==> src/rtl/unidade_divisao_sequencial.sv <==
`default_nettype none
// ============================================================================
// Module   : unidade_divisao_sequencial
// Purpose  : Multi-cycle unsigned divide/modulo unit. Restoring division,
//            one quotient bit per clock. This unit performs the DIV and MOD
//            ALU operations so they do not sit on the combinational ALU path.
// Ports    : clock      - system clock, rising-edge active
//            reset      - synchronous, active-high reset
//            start      - request strobe, honoured only while idle
//            aluOp      - operation select (OP_DIV / OP_MOD), sampled with start
//            A, B       - dividend / divisor, sampled with start
//            resultado  - quotient or remainder, held until the next completion
//            busy       - operation in progress
//            done       - one-cycle completion pulse
//            divByZero  - completed operation had B == 0
// Revision : 1.0 - initial release
// ============================================================================
module unidade_divisao_sequencial #(
    parameter int         WIDTH  = 32,
    parameter logic [4:0] OP_DIV = 5'b00011,
    parameter logic [4:0] OP_MOD = 5'b00100
) (
    input  logic             clock,
    input  logic             reset,
    input  logic             start,
    input  logic [4:0]       aluOp,
    input  logic [WIDTH-1:0] A,
    input  logic [WIDTH-1:0] B,
    output logic [WIDTH-1:0] resultado,
    output logic             busy,
    output logic             done,
    output logic             divByZero
);

    localparam int         c_CNT_W = $clog2(WIDTH + 1);
    localparam logic [1:0] c_IDLE  = 2'd0;
    localparam logic [1:0] c_CALC  = 2'd1;
    localparam logic [1:0] c_FIM   = 2'd2;

    logic [1:0]       r_state;
    logic [1:0]       w_nextState;
    logic [WIDTH-1:0] r_divisor;
    logic [WIDTH-1:0] r_rem;
    logic [WIDTH-1:0] r_quo;
    logic [c_CNT_W-1:0] r_count;
    logic             r_isMod;
    logic             r_divZero;
    logic [WIDTH-1:0] r_resultado;
    logic             r_divByZero;

    logic             w_opValid;
    logic             w_accept;
    logic             w_lastStep;
    logic [WIDTH:0]   w_remShift;
    logic [WIDTH:0]   w_trial;
    logic [WIDTH-1:0] w_remStep;
    logic [WIDTH-1:0] w_quoStep;

    assign w_opValid  = (aluOp == OP_DIV) || (aluOp == OP_MOD);
    assign w_accept   = (r_state == c_IDLE) && start && w_opValid;
    assign w_lastStep = (r_state == c_CALC) && (r_count == c_CNT_W'(1));

    // One restoring step. The shifted remainder is below 2*B, so the
    // WIDTH+1-bit trial difference is negative exactly when its MSB is set.
    assign w_remShift = {r_rem, r_quo[WIDTH-1]};
    assign w_trial    = w_remShift - {1'b0, r_divisor};

    // A divide-by-zero request was preloaded with its final values, so the
    // single pass through CALC only serves as the one-cycle busy slot.
    always_comb begin
        w_remStep = r_rem;
        w_quoStep = r_quo;
        if (!r_divZero) begin
            if (!w_trial[WIDTH]) begin
                w_remStep = w_trial[WIDTH-1:0];
            end else begin
                w_remStep = w_remShift[WIDTH-1:0];
            end
            w_quoStep = {r_quo[WIDTH-2:0], ~w_trial[WIDTH]};
        end
    end

    // State register
    always_ff @(posedge clock) begin
        if (reset) begin
            r_state <= c_IDLE;
        end else begin
            r_state <= w_nextState;
        end
    end

    // Next-state logic
    always_comb begin
        w_nextState = r_state;
        case (r_state)
            c_IDLE:  if (w_accept)   w_nextState = c_CALC;
            c_CALC:  if (w_lastStep) w_nextState = c_FIM;
            c_FIM:   w_nextState = c_IDLE;
            default: w_nextState = c_IDLE;
        endcase
    end

    // Datapath
    always_ff @(posedge clock) begin
        if (reset) begin
            r_divisor   <= '0;
            r_rem       <= '0;
            r_quo       <= '0;
            r_count     <= '0;
            r_isMod     <= 1'b0;
            r_divZero   <= 1'b0;
            r_resultado <= '0;
            r_divByZero <= 1'b0;
        end else begin
            if (w_accept) begin
                r_divisor <= B;
                r_isMod   <= (aluOp == OP_MOD);
                if (B == '0) begin
                    r_divZero <= 1'b1;
                    r_rem     <= A;
                    r_quo     <= '1;
                    r_count   <= c_CNT_W'(1);
                end else begin
                    r_divZero <= 1'b0;
                    r_rem     <= '0;
                    r_quo     <= A;
                    r_count   <= c_CNT_W'(WIDTH);
                end
            end else if (r_state == c_CALC) begin
                r_rem   <= w_remStep;
                r_quo   <= w_quoStep;
                r_count <= r_count - c_CNT_W'(1);
                if (w_lastStep) begin
                    r_resultado <= r_isMod ? w_remStep : w_quoStep;
                    r_divByZero <= r_divZero;
                end
            end
        end
    end

    assign resultado = r_resultado;
    assign divByZero = r_divByZero;
    assign busy      = (r_state == c_CALC);
    assign done      = (r_state == c_FIM);

endmodule
`default_nettype wire

==> config.mk <==
export PLATFORM = sky130hd
export DESIGN_NAME = unidade_divisao_sequencial
export DESIGN_NICKNAME = d
export VERILOG_FILES = /design/src/rtl/unidade_divisao_sequencial.sv
export SDC_FILE = /design/constraint.sdc
export NUM_CORES = 1
export LEC_CHECK = 0
export ABC_CLOCK_PERIOD_IN_PS = 8600
export CAP_MARGIN = 10
export CORE_AREA = 2 2 137 139
export DETAILED_ROUTE_END_ITERATION = 10
export DIE_AREA = 0 0 139 141
export HOLD_SLACK_MARGIN = 0.08
export PLACE_DENSITY = 0.76
export SYNTH_ARGS = -nofsm -noshare
export SYNTH_HDL_FRONTEND = slang
export SYNTH_SLANG_ARGS = --single-unit
export TNS_END_PERCENT = 100
==> constraint.sdc <==
create_clock -name clock -period 8.6 [get_ports clock]
set_clock_uncertainty 0.1 [all_clocks]
set_input_delay 0.86 -clock clock [delete_from_list [all_inputs] [get_ports clock]]
set_output_delay 0.86 -clock clock [all_outputs]
set_load 0.01 [all_outputs]
After elaboration in Yosys (flattened, before gate mapping)
Cells that the tools add are included.
- flip-flop bits (word level): 139
- equal/unequal tests: 7
- muxes and demuxes: 17
- reductions and logical operators: 9
- bitwise operators: 2
- $add $sub $neg: 2
- operator list (kind ; count):
    $mux 32 ; 10
    $sub 33x32->33 ; 1
    $logic_not 32->1 ; 1
    $mux 6 ; 3
    $eq 6x1->1 const B ; 1
    $sub 6x1->6 const B ; 1
    $eq 5x2->1 const B ; 1
    $eq 5x3->1 const B ; 1
    $mux 2 ; 2
    $pmux 2 s2 ; 1
    $logic_and 1x1->1 ; 3
    $reduce_and 3->1 ; 1
    $eq 2x1->1 const B ; 1
    $eq 2x2->1 const B ; 1
    $logic_not 2->1 ; 1
    $ne 2x1->1 const B ; 1
    $ne 2x2->1 const B ; 1
    $not 1->1 ; 2
    $reduce_and 2->1 ; 1
    $reduce_bool 2->1 ; 1
    $logic_or 1x1->1 ; 1
    $mux 1 ; 1

Depth between registers and ports, before layout
Gate-level depths: netlist of run 1.
- depth after elaboration: 5
- gate-level depth with buffers: 15

Worst setup path after synthesis of run 1
OpenSTA, ideal clock, no wires.
- path kind: flip-flop to flip-flop
- start point: reg r_quo[31]
- end point: reg r_resultado[17], in the netlist resultado[17]
- setup slack: 5.174 ns
- data arrival time: 3.212 ns
- cell stages (with the launch flop): 13
- library setup time: 0.115 ns
- clock period less this slack: 3.426 ns
- path through: dfxtp_1 -> inv_1 -> ha_1 -> fa_1 -> nand2b_1 -> a21oi_1 -> o21ai_2 -> a2111oi_2 -> nor3_4 -> xnor2_4 -> mux2_4 -> mux4_2 -> o21a_1
- cells in the longest elaborated chain, start to end: 4
- RTL lines (item ; RTL line ; source):
    start, declared ; 44 ; logic [WIDTH-1:0] r_quo;
    start signal, assigned ; 131 ; r_quo <= w_quoStep;
    $sub 33x32->33 ; 66 ; assign w_trial = w_remShift - {1'b0, r_divisor};
    $mux 32 ; 74 ; if (!w_trial[WIDTH]) begin
    $mux 32 ; 73 ; if (!r_divZero) begin
    $mux 32 ; 134 ; r_resultado <= r_isMod ? w_remStep : w_quoStep;
    end signal, assigned ; 134 ;
    end, declared ; 48 ; logic [WIDTH-1:0] r_resultado;
Every way passes these cells.
A chain may end at the register's enable or synchronous reset.

Final worst setup path of run 1
Same ends and word-level chain as after synthesis.

==> run_summary.xml, run 1 <==
<?xml version="1.0" encoding="UTF-8"?>
<metrics>
  <group name="run_status">
    <metric name="status" unit="">finished clean</metric>
  </group>
  <group name="global_routing">
    <metric name="maximum_number_of_pins_on_one_net_before_global_route_repair" unit="">69</metric>
    <metric name="first_global_vias" unit="">8624</metric>
    <metric name="wire_length_of_the_first_global_routing_pass" unit="um">45100</metric>
    <metric name="antenna_found_initial" unit="">0</metric>
    <metric name="groute.usage.overall" unit="">0.287</metric>
    <metric name="grt.overflow.total" unit="">0</metric>
  </group>
  <group name="synthesis">
    <metric name="synth_sequential_area_ratio" unit="">0.311</metric>
    <metric name="post-synth-top-count-cell" unit="">sky130_fd_sc_hd__nand2_1</metric>
    <metric name="synth-warning-count" unit="">0</metric>
    <metric name="syn-num-nets" unit="">1283</metric>
    <metric name="number_of_synthesized_flops_with_an_enable_pin" unit="">0</metric>
    <metric name="dominant_cells_by_area_after_synthesis" unit="">sky130_fd_sc_hd__dfxtp_1 (31%), sky130_fd_sc_hd__nand2_1 (7.0%), sky130_fd_sc_hd__a21oi_1 (6.5%), sky130_fd_sc_hd__nor2_1 (5.0%), sky130_fd_sc_hd__ha_1 (4.8%)</metric>
    <metric name="synth_ff_type" unit="">sky130_fd_sc_hd__dfxtp_1</metric>
    <metric name="syn-instance-count" unit="">1176</metric>
    <metric name="async_reset_ff_frac" unit="">0</metric>
    <metric name="yosys.area.top_type_share" unit="">0.311</metric>
    <metric name="yosys.cell_types.count" unit="">69</metric>
    <metric name="synth_common_cells" unit="">sky130_fd_sc_hd__nand2_1 (167), sky130_fd_sc_hd__dfxtp_1 (139), sky130_fd_sc_hd__nor2_1 (118)</metric>
    <metric name="post_synthesis_sequential_element_count" unit="">139</metric>
    <metric name="synth_largest_area_cell" unit="">sky130_fd_sc_hd__dfxtp_1</metric>
    <metric name="syn_area" unit="sq um">8940</metric>
    <metric name="syn_area_per_cell" unit="sq um">7.60</metric>
  </group>
  <group name="final_layout">
    <metric name="layout-area-overhead-vs-synth" unit="%">19.8</metric>
    <metric name="finish.instance_area" unit="sq um">10700</metric>
    <metric name="instances_no_fill" unit="">1468</metric>
    <metric name="post_route_cells_drive_above_1_share" unit="">0.0689</metric>
    <metric name="final_nets" unit="">1328</metric>
    <metric name="multi_input_comb_area" unit="sq um">5600</metric>
    <metric name="final.fill_count" unit="">1654</metric>
    <metric name="register_area" unit="sq um">2790</metric>
    <metric name="n_antenna_cell" unit="">0</metric>
  </group>
  <group name="power_and_ir_drop">
    <metric name="clock_power_share" unit="">0.411</metric>
    <metric name="switching_share" unit="">0.310</metric>
    <metric name="vdd.ir_drop.worst" unit="mV">0.146</metric>
    <metric name="power_frac_comb" unit="">0.269</metric>
    <metric name="leakage" unit="nW">3.93</metric>
    <metric name="p_int" unit="mW">1.44</metric>
    <metric name="pwr-share-seq" unit="">0.321</metric>
    <metric name="power_spent_charging_and_discharging_nets" unit="uW">651</metric>
    <metric name="powerDensity" unit="nW/um^2">196</metric>
  </group>
  <group name="clocking">
    <metric name="cts_hold_buffers" unit="">0</metric>
    <metric name="cts.clk_slew.worst_paths" unit="ns">0.06</metric>
    <metric name="cts_post_setup_buffers_inserted" unit="">0</metric>
    <metric name="worstSkewPairLatency" unit="ns">0.44</metric>
    <metric name="cts-root-to-sink-buffers" unit="">2</metric>
    <metric name="cts_resized" unit="">0</metric>
    <metric name="cts_buffers" unit="">17</metric>
    <metric name="cts_sinks" unit="">139</metric>
    <metric name="cts_tree" unit="">done</metric>
    <metric name="ctsHtreeMaxLevel" unit="">4</metric>
    <metric name="cts.root.buffer_cell" unit="">sky130_fd_sc_hd__clkbuf_16</metric>
  </group>
  <group name="drt">
    <metric name="drt_pass1_iterations" unit="">8</metric>
    <metric name="drt_antenna_net_count" unit="">0</metric>
    <metric name="routed-via-count" unit="">9375</metric>
    <metric name="wl_per_cell" unit="um">19.6</metric>
    <metric name="avgViaCountPerCell" unit="">6.39</metric>
    <metric name="met3_wirelength" unit="um">2390</metric>
    <metric name="met1Wirelength" unit="um">11700</metric>
    <metric name="drc" unit="">0</metric>
    <metric name="top_layer_reached_by_signal_wires" unit="">met5</metric>
    <metric name="detail_route.wirelength" unit="um">28800</metric>
    <metric name="wl_met2" unit="um">13200</metric>
    <metric name="drt-initial-drc-count" unit="">1024</metric>
  </group>
  <group name="worst_hold_path">
    <metric name="timing.hold.worst_endpoint" unit="">r_divisor[18]</metric>
    <metric name="hold-path-cell-count" unit="">2</metric>
    <metric name="min_path_type" unit="">flop to flop</metric>
    <metric name="min-delay-start" unit="">r_divisor[18]</metric>
  </group>
  <group name="placed_design">
    <metric name="detailed_place.area" unit="sq um">10000</metric>
    <metric name="place_worst_setup_slack" unit="ns">4.21</metric>
    <metric name="io_port_bufs" unit="">106</metric>
    <metric name="gp_congestion" unit="">0.926</metric>
    <metric name="dpl.cell_count" unit="">1436</metric>
    <metric name="place.detailed.hpwl" unit="um">19600</metric>
  </group>
  <group name="timing">
    <metric name="period_needed" unit="ns">4.13</metric>
    <metric name="timing.final.hold_violations" unit="">0</metric>
    <metric name="setup_violations" unit="">0</metric>
    <metric name="post-route-period-util" unit="">0.481</metric>
    <metric name="hold-worst-slack" unit="ns">0.353</metric>
    <metric name="final_max_slew_viol_count" unit="">0</metric>
    <metric name="final_critical_path_setup_slack" unit="ns">4.47</metric>
    <metric name="highest_clock_rate" unit="GHz">0.242</metric>
    <metric name="rsz_0062_raised_after_global_routing" unit="">no</metric>
    <metric name="max_slew_margin" unit="">0.288</metric>
    <metric name="tightestPinTransition" unit="ns">1.06</metric>
    <metric name="fin_tns_setup" unit="ns">0</metric>
  </group>
  <group name="setup_path">
    <metric name="critical_r2r_capture" unit="">resultado[17]</metric>
    <metric name="timing.critical_path.to_type" unit="">flop</metric>
    <metric name="critical_path_arrival" unit="ns">4.37</metric>
    <metric name="timing.reg2reg.worst_path_depth" unit="">13</metric>
    <metric name="critical_path_peak_fanout" unit="">44</metric>
    <metric name="setup.worst_path.class" unit="">flop to flop</metric>
    <metric name="worst-endpoint-required" unit="ns">8.83</metric>
    <metric name="crit-reg2reg-launch" unit="">r_quo[31]</metric>
    <metric name="worst_reg_to_reg_setup_slack" unit="ns">4.47</metric>
    <metric name="timing.critical_path.from_type" unit="">flop</metric>
  </group>
  <group name="flow_run">
    <metric name="timing.max_cap.violations" unit="">0</metric>
  </group>
  <group name="die">
    <metric name="std_cell_rows" unit="">50</metric>
    <metric name="starting_density_of_the_core" unit="">0.489</metric>
    <metric name="design.portCount" unit="">107</metric>
    <metric name="die_x" unit="um">139</metric>
    <metric name="die_height" unit="um">141</metric>
    <metric name="floorplan.die_area" unit="sq um">19600</metric>
    <metric name="placeableCoreArea" unit="sq um">18300</metric>
  </group>
</metrics>
-- routing by layer --
| layer | global-route usage | vias to the layer above |
|---|---|---|
| li1 | - | 4351 |
| met1 | 0.369 | 4391 |
| met2 | 0.458 | 522 |
| met3 | 0.0510 | 109 |
| met4 | 0.155 | 2 |
| met5 | 0.0150 | - |
-- worst max-delay path, cell delays in order (launching register included) --
cell and delay [ns]:
sky130_fd_sc_hd__dfxtp_1 0.34, sky130_fd_sc_hd__inv_1 0.08, sky130_fd_sc_hd__ha_1 0.22, sky130_fd_sc_hd__fa_1 0.40
sky130_fd_sc_hd__nand2b_1 0.20, sky130_fd_sc_hd__a21oi_1 0.27, sky130_fd_sc_hd__o21ai_2 0.17, sky130_fd_sc_hd__a2111oi_2 0.43
sky130_fd_sc_hd__nor3_4 0.13, sky130_fd_sc_hd__xnor2_4 0.14, sky130_fd_sc_hd__buf_4 0.52, sky130_fd_sc_hd__mux2_4 0.36
sky130_fd_sc_hd__mux4_2 0.46, sky130_fd_sc_hd__o21a_1 0.18
-- cell usage in the layout, fill, tap and decap left out, drive strengths merged, types with 6 or more instances in the layout --
cell type,Yosys,final
clkbuf,73,21
nor2,118,118
inv,55,55
a221oi,7,7
mux2i,34,34
o21a,13,13
a21oi,116,116
o211ai,8,8
dfxtp,139,139
a211oi,22,22
clkdlybuf4s50,0,105
xnor2,15,15
xor2,15,15
mux4,6,6
a311oi,25,25
mux2,18,18
o21ai,59,59
ha,34,34
o221ai,8,8
nand3,19,19
nand4,7,7
and3,6,6
buf,19,13
bufinv,0,6
a31oi,20,20
nor4,19,19
a2111oi,17,17
a211o,10,10
a21o,11,11
nand2b,9,9
nand2,167,167
nor3,49,49
-- worst max-delay path by stage --
stage,start,to,cells past startpoint
after global placement,start,r_rem[14],9
after detailed placement,start,r_rem[14],9
after global routing,start,r_rem[5],9
final,r_quo[31],resultado[17],13
after CTS,r_quo[31],resultado[17],13
after floorplan,r_quo[31],resultado[17],12
-- layout make-up --
class                           count  share of cell area
Clock buffer                       21              0.0430
Multi-Input combinational cell    890               0.523
Inverter                           55              0.0193
Tap cell                          234              0.0273
Sequential cell                   139               0.260
Timing Repair Buffer              118               0.107
Clock inverter                     11              0.0201
-- per-stage QoR --
stage	power, mW	util
after floorplan	1.08	-
after global placement	1.23	0.549
after detailed placement	1.23	0.549
after CTS	2.08	0.586
after global routing	2.17	0.586
final	2.10	0.586
-- cells by family (layout without fill, tap and decap cells) --
family,Yosys count,count (layout),share of synthesized area
AO/OA/AOI/OAI,356,356,0.265
multiplexers,58,58,0.0763
XOR/XNOR,30,30,0.0315
flip-flops,139,139,0.311
buffers and inverters,147,205,0.0650
adder cells (fa/ha/maj),35,35,0.0498
AND/OR/NAND/NOR,411,411,0.201
-- power by group through the flow --
stage / sequential [mW] / combinational (mW) / clock [mW]
after floorplan: 0.679 / 0.405 / 0
final: 0.672 / 0.563 / 0.860
after CTS: 0.671 / 0.551 / 0.862
after global routing: 0.673 / 0.602 / 0.897
after detailed placement: 0.686 / 0.545 / 0
after global placement: 0.685 / 0.542 / 0
-- registers in the layout, indices dropped and copies added, names as in the netlist --
register   cells
r_rem         32
divByZero      1
r_count        6
r_isMod        1
r_divisor     32
r_divZero      1
r_quo         32
resultado     32
r_state        2
Power figures use the tool's default switching activity.
==> run 2, diff against run 1 <==
ABC_CLOCK_PERIOD_IN_PS = 3500   (was 8600)
PLACE_DENSITY = 0.79   (was 0.76)
clock period = 3.5 ns   (was 8.6 ns; I/O delays follow)
==> run 2 against run 1 <==
Clock-buffer cell count is 4 lower. Largest cell class unchanged. Final area grew 4.1%. Critical path depth stayed put. First-iteration DRC count shrank 0.49%. Critical path type unchanged. Die area unchanged. Worst setup slack worse by 4.4 ns. Total power grew 150%.
==> run_summary.xml, run 2 (synthesis gave the netlist of run 1 again) <==
<?xml version="1.0" encoding="UTF-8"?>
<metrics>
  <group name="timing">
    <metric name="setup_violations" unit="">0</metric>
    <metric name="highest_clock_rate" unit="GHz">0.291</metric>
    <metric name="fin_tns_setup" unit="ns">0</metric>
    <metric name="final_critical_path_setup_slack" unit="ns">0.0585</metric>
    <metric name="tightestPinTransition" unit="ns">0.843</metric>
    <metric name="final_max_slew_viol_count" unit="">0</metric>
    <metric name="timing.final.hold_violations" unit="">0</metric>
    <metric name="period_needed" unit="ns">3.44</metric>
    <metric name="post-route-period-util" unit="">0.983</metric>
    <metric name="max_slew_margin" unit="">0.438</metric>
  </group>
  <group name="clocking">
    <metric name="cts_tree" unit="">done</metric>
    <metric name="cts.root.buffer_cell" unit="">sky130_fd_sc_hd__clkbuf_16</metric>
    <metric name="cts.clk_slew.worst_paths" unit="ns">0.06</metric>
    <metric name="cts-root-to-sink-buffers" unit="">2</metric>
    <metric name="cts_buffers" unit="">17</metric>
    <metric name="ctsHtreeMaxLevel" unit="">4</metric>
    <metric name="cts_hold_buffers" unit="">0</metric>
    <metric name="worstSkewPairLatency" unit="ns">0.44</metric>
    <metric name="cts_sinks" unit="">139</metric>
  </group>
  <group name="final_layout">
    <metric name="multi_input_comb_area" unit="sq um">5680</metric>
    <metric name="final_nets" unit="">1380</metric>
    <metric name="commonest_cells_after_routing_fill_and_taps_aside" unit="">sky130_fd_sc_hd__nand2_1 (167), sky130_fd_sc_hd__dfxtp_1 (136), sky130_fd_sc_hd__nor2_1 (114)</metric>
    <metric name="post_route_cells_drive_above_1_share" unit="">0.119</metric>
    <metric name="final.fill_count" unit="">1603</metric>
    <metric name="instances_no_fill" unit="">1520</metric>
    <metric name="final_util" unit="">0.610</metric>
    <metric name="n_antenna_cell" unit="">0</metric>
    <metric name="layout-area-overhead-vs-synth" unit="%">24.7</metric>
    <metric name="layout.cells.most_common" unit="">sky130_fd_sc_hd__nand2_1</metric>
    <metric name="register_area" unit="sq um">2790</metric>
  </group>
  <group name="global_routing">
    <metric name="maximum_number_of_pins_on_one_net_before_global_route_repair" unit="">110</metric>
    <metric name="wire_length_of_the_first_global_routing_pass" unit="um">47400</metric>
    <metric name="first_global_vias" unit="">9085</metric>
    <metric name="antenna_found_initial" unit="">0</metric>
    <metric name="groute.usage.overall" unit="">0.305</metric>
    <metric name="grt.overflow.total" unit="">0</metric>
  </group>
  <group name="power_and_ir_drop">
    <metric name="power_frac_comb" unit="">0.328</metric>
    <metric name="p_total" unit="mW">5.17</metric>
    <metric name="switching_share" unit="">0.341</metric>
    <metric name="clock_power_share" unit="">0.352</metric>
    <metric name="pwr-share-seq" unit="">0.320</metric>
    <metric name="leakage" unit="nW">4.16</metric>
    <metric name="vdd.ir_drop.worst" unit="mV">0.382</metric>
    <metric name="power_spent_charging_and_discharging_nets" unit="mW">1.76</metric>
    <metric name="p_int" unit="mW">3.41</metric>
    <metric name="powerDensity" unit="nW/um^2">464</metric>
  </group>
  <group name="die">
    <metric name="placeableCoreArea" unit="sq um">18300</metric>
    <metric name="starting_density_of_the_core" unit="">0.489</metric>
    <metric name="floorplan.die_area" unit="sq um">19600</metric>
    <metric name="die_height" unit="um">141</metric>
    <metric name="std_cell_rows" unit="">50</metric>
    <metric name="design.portCount" unit="">107</metric>
    <metric name="die_x" unit="um">139</metric>
  </group>
  <group name="placed_design">
    <metric name="io_port_bufs" unit="">106</metric>
    <metric name="dpl.cell_count" unit="">1478</metric>
    <metric name="place_worst_setup_slack" unit="ns">-0.0700</metric>
    <metric name="place.detailed.hpwl" unit="um">21200</metric>
    <metric name="gp_congestion" unit="">0.955</metric>
  </group>
  <group name="setup_path">
    <metric name="worst_reg_to_reg_setup_slack" unit="ns">0.06</metric>
    <metric name="crit-reg2reg-launch" unit="">r_quo[31]</metric>
    <metric name="setup.worst_path.class" unit="">flop to flop</metric>
    <metric name="critical_path.cell_chain" unit="">inv_2 &gt; ha_2 &gt; fa_2 &gt; nand2b_4 &gt; a21oi_4 &gt; o21ai_4 &gt; a2111oi_4 &gt; nor3_4 &gt; xnor2_4 &gt; buf_6 &gt; mux2_4 &gt; mux4_2 &gt; o21a_1</metric>
    <metric name="critical_path_arrival" unit="ns">3.68</metric>
    <metric name="crit_path_top_delay_cell" unit="">sky130_fd_sc_hd__mux4_2</metric>
    <metric name="timing.critical_path.to_type" unit="">flop</metric>
    <metric name="timing.critical_path.from_type" unit="">flop</metric>
    <metric name="critPathLaunch" unit="">r_quo[31]</metric>
    <metric name="critical_path_peak_fanout" unit="">3</metric>
    <metric name="cp_slowest_stage_delay" unit="ns">0.45</metric>
    <metric name="worst-endpoint-required" unit="ns">3.73</metric>
  </group>
  <group name="drt">
    <metric name="drc" unit="">0</metric>
    <metric name="drt_pass1_iterations" unit="">6</metric>
    <metric name="drt-initial-drc-count" unit="">1019</metric>
    <metric name="avgViaCountPerCell" unit="">6.36</metric>
    <metric name="wl_per_cell" unit="um">20.1</metric>
    <metric name="detail_route.wirelength" unit="um">30600</metric>
    <metric name="routed-via-count" unit="">9662</metric>
    <metric name="drt_antenna_net_count" unit="">0</metric>
  </group>
  <group name="flow_run">
    <metric name="timing.max_cap.violations" unit="">0</metric>
  </group>
  <group name="run_status">
    <metric name="status" unit="">finished clean</metric>
  </group>
  <group name="worst_hold_path">
    <metric name="min_path_type" unit="">input pin to flop</metric>
    <metric name="min-delay-start" unit="">reset</metric>
  </group>
</metrics>
[run 2: layer usage]
metal / track usage / vias to the layer above / share of wire
met2: 0.501 / 604 / 0.45
met5: 0 / - / 0
met3: 0.0577 / 151 / 0.090
met1: 0.361 / 4446 / 0.38
li1: - / 4461 / -
met4: 0.212 / 0 / 0.078
[run 2: what timing repair did]
item,in CTS,in global routing
cloned,0,1
gates resized for setup,2,22
pin swaps,0,7
endpoints found under the setup margin,7,31
setup buffers,0,9
[run 2: final timing paths]
check                   to  cells past startpoint
max          resultado[17]                     13
min                r_isMod                      2
max reg2reg  resultado[17]                     13
min reg2reg  r_divisor[20]                      2
[run 2: layout make-up]
type	count	share of cell area
multi-input combinational	890	0.509
clock buffer	17	0.0382
sequential	139	0.250
tap	234	0.0263
inverter	55	0.0185
clock inverter	15	0.0139
timing repair buffer	170	0.144
[run 2: power groups by stage]
| stage | logic [mW] | registers, mW | clock network [mW] |
|---|---|---|---|
| finish | 1.70 | 1.65 | 1.82 |
| global route | 1.81 | 1.65 | 1.89 |
| CTS | 1.49 | 1.65 | 1.82 |
| detailed placement | 1.46 | 1.69 | 0 |
| global placement | 1.44 | 1.68 | 0 |
| floorplan | 0.995 | 1.67 | 0 |
[run 2: metrics by stage]
stage | hold WS, ns | instance area (sq um)
after detailed placement | 0.345 | 10400
after floorplan | 0.336 | 8940
after global routing | 0.327 | 11100
after global placement | 0.342 | 10400
final | 0.332 | 11100
after CTS | 0.302 | 11000
[run 2: worst max-delay path: cells and delay by family, from the launching register on]
family	cells	cell delay, ns
AO/OA/AOI/OAI	4	0.89
XOR/XNOR	1	0.27
adder cells (fa/ha/maj)	2	0.54
buffers and inverters	2	0.19
flip-flops	1	0.33
multiplexers	2	0.75
AND/OR/NAND/NOR	2	0.26
==> run 3, diff against run 2 <==
SETUP_SLACK_MARGIN = 0.3   (was not set)
==> run 3 against run 2 <==
Worst setup slack better by 0.16 ns. Final cell count shrank 0.26%. Utilization increased by 0.82 points. Sequential share of layout area is 0.32 points lower. Via count down 1.4%. Non-clock buffer count shrank 3. Critical path depth stayed put. Fmax up 5.0%. First-iteration DRC count down 15%. Flip-flop and latch count did not move. Clock-buffer cell count up 5. Clock power about the same. Largest power group unchanged.
==> run_summary.xml, run 3 (synthesis gave the netlist of run 1 again) <==
<?xml version="1.0" encoding="UTF-8"?>
<metrics>
  <group name="final_layout">
    <metric name="register_area" unit="sq um">2790</metric>
    <metric name="multi_input_comb_area" unit="sq um">5810</metric>
    <metric name="post_route_cells_drive_above_1_share" unit="">0.134</metric>
    <metric name="commonest_cells_after_routing_fill_and_taps_aside" unit="">sky130_fd_sc_hd__nand2_1 (167), sky130_fd_sc_hd__dfxtp_1 (135), sky130_fd_sc_hd__nor2_1 (112)</metric>
    <metric name="layout-area-overhead-vs-synth" unit="%">26.4</metric>
    <metric name="layout.cells.most_common" unit="">sky130_fd_sc_hd__nand2_1</metric>
    <metric name="final.fill_count" unit="">1611</metric>
    <metric name="instances_no_fill" unit="">1516</metric>
    <metric name="final_nets" unit="">1377</metric>
    <metric name="n_antenna_cell" unit="">0</metric>
  </group>
  <group name="timing">
    <metric name="fin_tns_setup" unit="ns">0</metric>
    <metric name="timing.final.hold_violations" unit="">0</metric>
    <metric name="highest_clock_rate" unit="GHz">0.305</metric>
    <metric name="max_slew_margin" unit="">0.215</metric>
    <metric name="tightestPinTransition" unit="ns">1.17</metric>
    <metric name="final_max_slew_viol_count" unit="">0</metric>
    <metric name="post-route-period-util" unit="">0.936</metric>
    <metric name="rsz_0062_raised_after_global_routing" unit="">yes</metric>
    <metric name="setup_violations" unit="">0</metric>
    <metric name="period_needed" unit="ns">3.28</metric>
    <metric name="hold-worst-slack" unit="ns">0.280</metric>
  </group>
  <group name="setup_path">
    <metric name="crit-reg2reg-launch" unit="">r_quo[31]</metric>
    <metric name="worst-endpoint-required" unit="ns">3.72</metric>
    <metric name="timing.reg2reg.worst_path_depth" unit="">13</metric>
    <metric name="critical_path_arrival" unit="ns">3.50</metric>
    <metric name="worst_reg_to_reg_setup_slack" unit="ns">0.22</metric>
    <metric name="timing.critical_path.from_type" unit="">flop</metric>
    <metric name="critical_path_peak_fanout" unit="">4</metric>
    <metric name="timing.critical_path.to_type" unit="">flop</metric>
    <metric name="critical_r2r_capture" unit="">resultado[17]</metric>
    <metric name="setup.worst_path.class" unit="">flop to flop</metric>
  </group>
  <group name="global_routing">
    <metric name="maximum_number_of_pins_on_one_net_before_global_route_repair" unit="">74</metric>
    <metric name="groute.usage.overall" unit="">0.295</metric>
    <metric name="antenna_found_initial" unit="">0</metric>
    <metric name="wire_length_of_the_first_global_routing_pass" unit="um">46300</metric>
    <metric name="first_global_vias" unit="">8976</metric>
    <metric name="grt.overflow.total" unit="">0</metric>
  </group>
  <group name="die">
    <metric name="floorplan.die_area" unit="sq um">19600</metric>
    <metric name="starting_density_of_the_core" unit="">0.489</metric>
    <metric name="std_cell_rows" unit="">50</metric>
    <metric name="die_height" unit="um">141</metric>
    <metric name="placeableCoreArea" unit="sq um">18300</metric>
    <metric name="design.portCount" unit="">107</metric>
    <metric name="die_x" unit="um">139</metric>
  </group>
  <group name="worst_hold_path">
    <metric name="timing.hold.worst_endpoint" unit="">r_count[0]</metric>
    <metric name="hold-path-cell-count" unit="">2</metric>
    <metric name="min_path_type" unit="">input pin to flop</metric>
    <metric name="min-delay-start" unit="">reset</metric>
  </group>
  <group name="drt">
    <metric name="avgViaCountPerCell" unit="">6.29</metric>
    <metric name="routed-via-count" unit="">9531</metric>
    <metric name="drt_antenna_net_count" unit="">0</metric>
    <metric name="wl_per_cell" unit="um">19.7</metric>
    <metric name="detail_route.wirelength" unit="um">29900</metric>
    <metric name="drt-initial-drc-count" unit="">864</metric>
    <metric name="drt_pass1_iterations" unit="">6</metric>
    <metric name="drc" unit="">0</metric>
  </group>
  <group name="run_status">
    <metric name="status" unit="">finished clean</metric>
  </group>
  <group name="clocking">
    <metric name="cts_tree" unit="">done</metric>
    <metric name="cts-root-to-sink-buffers" unit="">2</metric>
    <metric name="cts.root.buffer_cell" unit="">sky130_fd_sc_hd__clkbuf_16</metric>
    <metric name="ctsHtreeMaxLevel" unit="">4</metric>
    <metric name="cts_buffers" unit="">17</metric>
    <metric name="cts.clk_slew.worst_paths" unit="ns">0.06</metric>
    <metric name="cts_sinks" unit="">139</metric>
    <metric name="worstSkewPairLatency" unit="ns">0.43</metric>
    <metric name="cts_hold_buffers" unit="">0</metric>
  </group>
  <group name="power_and_ir_drop">
    <metric name="powerDensity" unit="nW/um^2">469</metric>
    <metric name="vdd.ir_drop.worst" unit="mV">0.510</metric>
    <metric name="leakage" unit="nW">4.17</metric>
  </group>
  <group name="flow_run">
    <metric name="timing.max_cap.violations" unit="">0</metric>
  </group>
  <group name="placed_design">
    <metric name="gp_congestion" unit="">0.951</metric>
    <metric name="dpl.cell_count" unit="">1470</metric>
    <metric name="io_port_bufs" unit="">106</metric>
    <metric name="place.detailed.hpwl" unit="um">21000</metric>
  </group>
</metrics>
-- run 3: changes by cell type in the layout (fill, tap and decap cells not counted), sizes merged --
cell,change
buf,-4
bufbuf,+1
inv,-7
clkinvlp,+1
bufinv,+1
clkbuf,+5
clkinv,-1
-- run 3: final cells by class --
cell class                      instances  area share
Clock buffer                           22      0.0429
Clock inverter                          9      0.0101
Inverter                               55      0.0183
Multi-Input combinational cell        890       0.515
Sequential cell                       139       0.247
Tap cell                              234      0.0259
Timing Repair Buffer                  167       0.142
-- run 3: critical path, stage by stage (launching register included) --
cell and delay, ns:
sky130_fd_sc_hd__dfxtp_2 0.33, sky130_fd_sc_hd__inv_2 0.06, sky130_fd_sc_hd__ha_4 0.16, sky130_fd_sc_hd__fa_2 0.38, sky130_fd_sc_hd__nand2b_4 0.16, sky130_fd_sc_hd__a21oi_4 0.16
sky130_fd_sc_hd__o21ai_4 0.10, sky130_fd_sc_hd__a2111oi_4 0.36, sky130_fd_sc_hd__nor3_4 0.11, sky130_fd_sc_hd__xnor2_4 0.16, sky130_fd_sc_hd__buf_6 0.16, sky130_fd_sc_hd__mux2_4 0.30
sky130_fd_sc_hd__mux4_2 0.45, sky130_fd_sc_hd__o21a_1 0.17
-- run 3: routing by layer --
layer | GRT usage | wire length (um) | vias up
met5 | 0 | 0 | -
met1 | 0.354 | 11600 | 4445
li1 | - | - | 4453
met4 | 0.192 | 2070 | 0
met3 | 0.0459 | 2020 | 127
met2 | 0.492 | 14100 | 506
-- run 3: worst max path at each step --
stage               from            end
2_1_floorplan  r_quo[31]  resultado[17]
3_3_place_gp   r_quo[31]  resultado[19]
3_5_place_dp   r_quo[31]      r_rem[20]
4_1_cts        r_quo[31]  resultado[17]
5_1_grt        r_quo[31]  resultado[17]
6_report       r_quo[31]  resultado[17]
-- run 3: through the flow --
| step | setup WS [ns] | instance area, sq um | utilization | total power, mW |
|---|---|---|---|---|
| after floorplan | 0.238 | 9000 | - | 2.69 |
| after global placement | 0.227 | 10400 | 0.567 | 3.12 |
| after detailed placement | 0.150 | 10400 | 0.567 | 3.13 |
| after CTS | 0.253 | 11100 | 0.605 | 5.06 |
| after global routing | 0.133 | 11300 | 0.618 | 5.48 |
| final | 0.223 | 11300 | 0.618 | 5.30 |
-- run 3: where the power goes --
group          total (mW)  switching, mW  internal (mW)
Sequential           1.65         0.0397           1.61
Clock                1.85          0.724           1.12
Combinational        1.80          0.917          0.880
-- run 3: repair_timing --
action / CTS / global route
pin swaps: 7 / 18
setup buffers: 7 / 6
setup endpoints to repair: 23 / 55
cloned: 1 / 1
resized for setup: 4 / 53
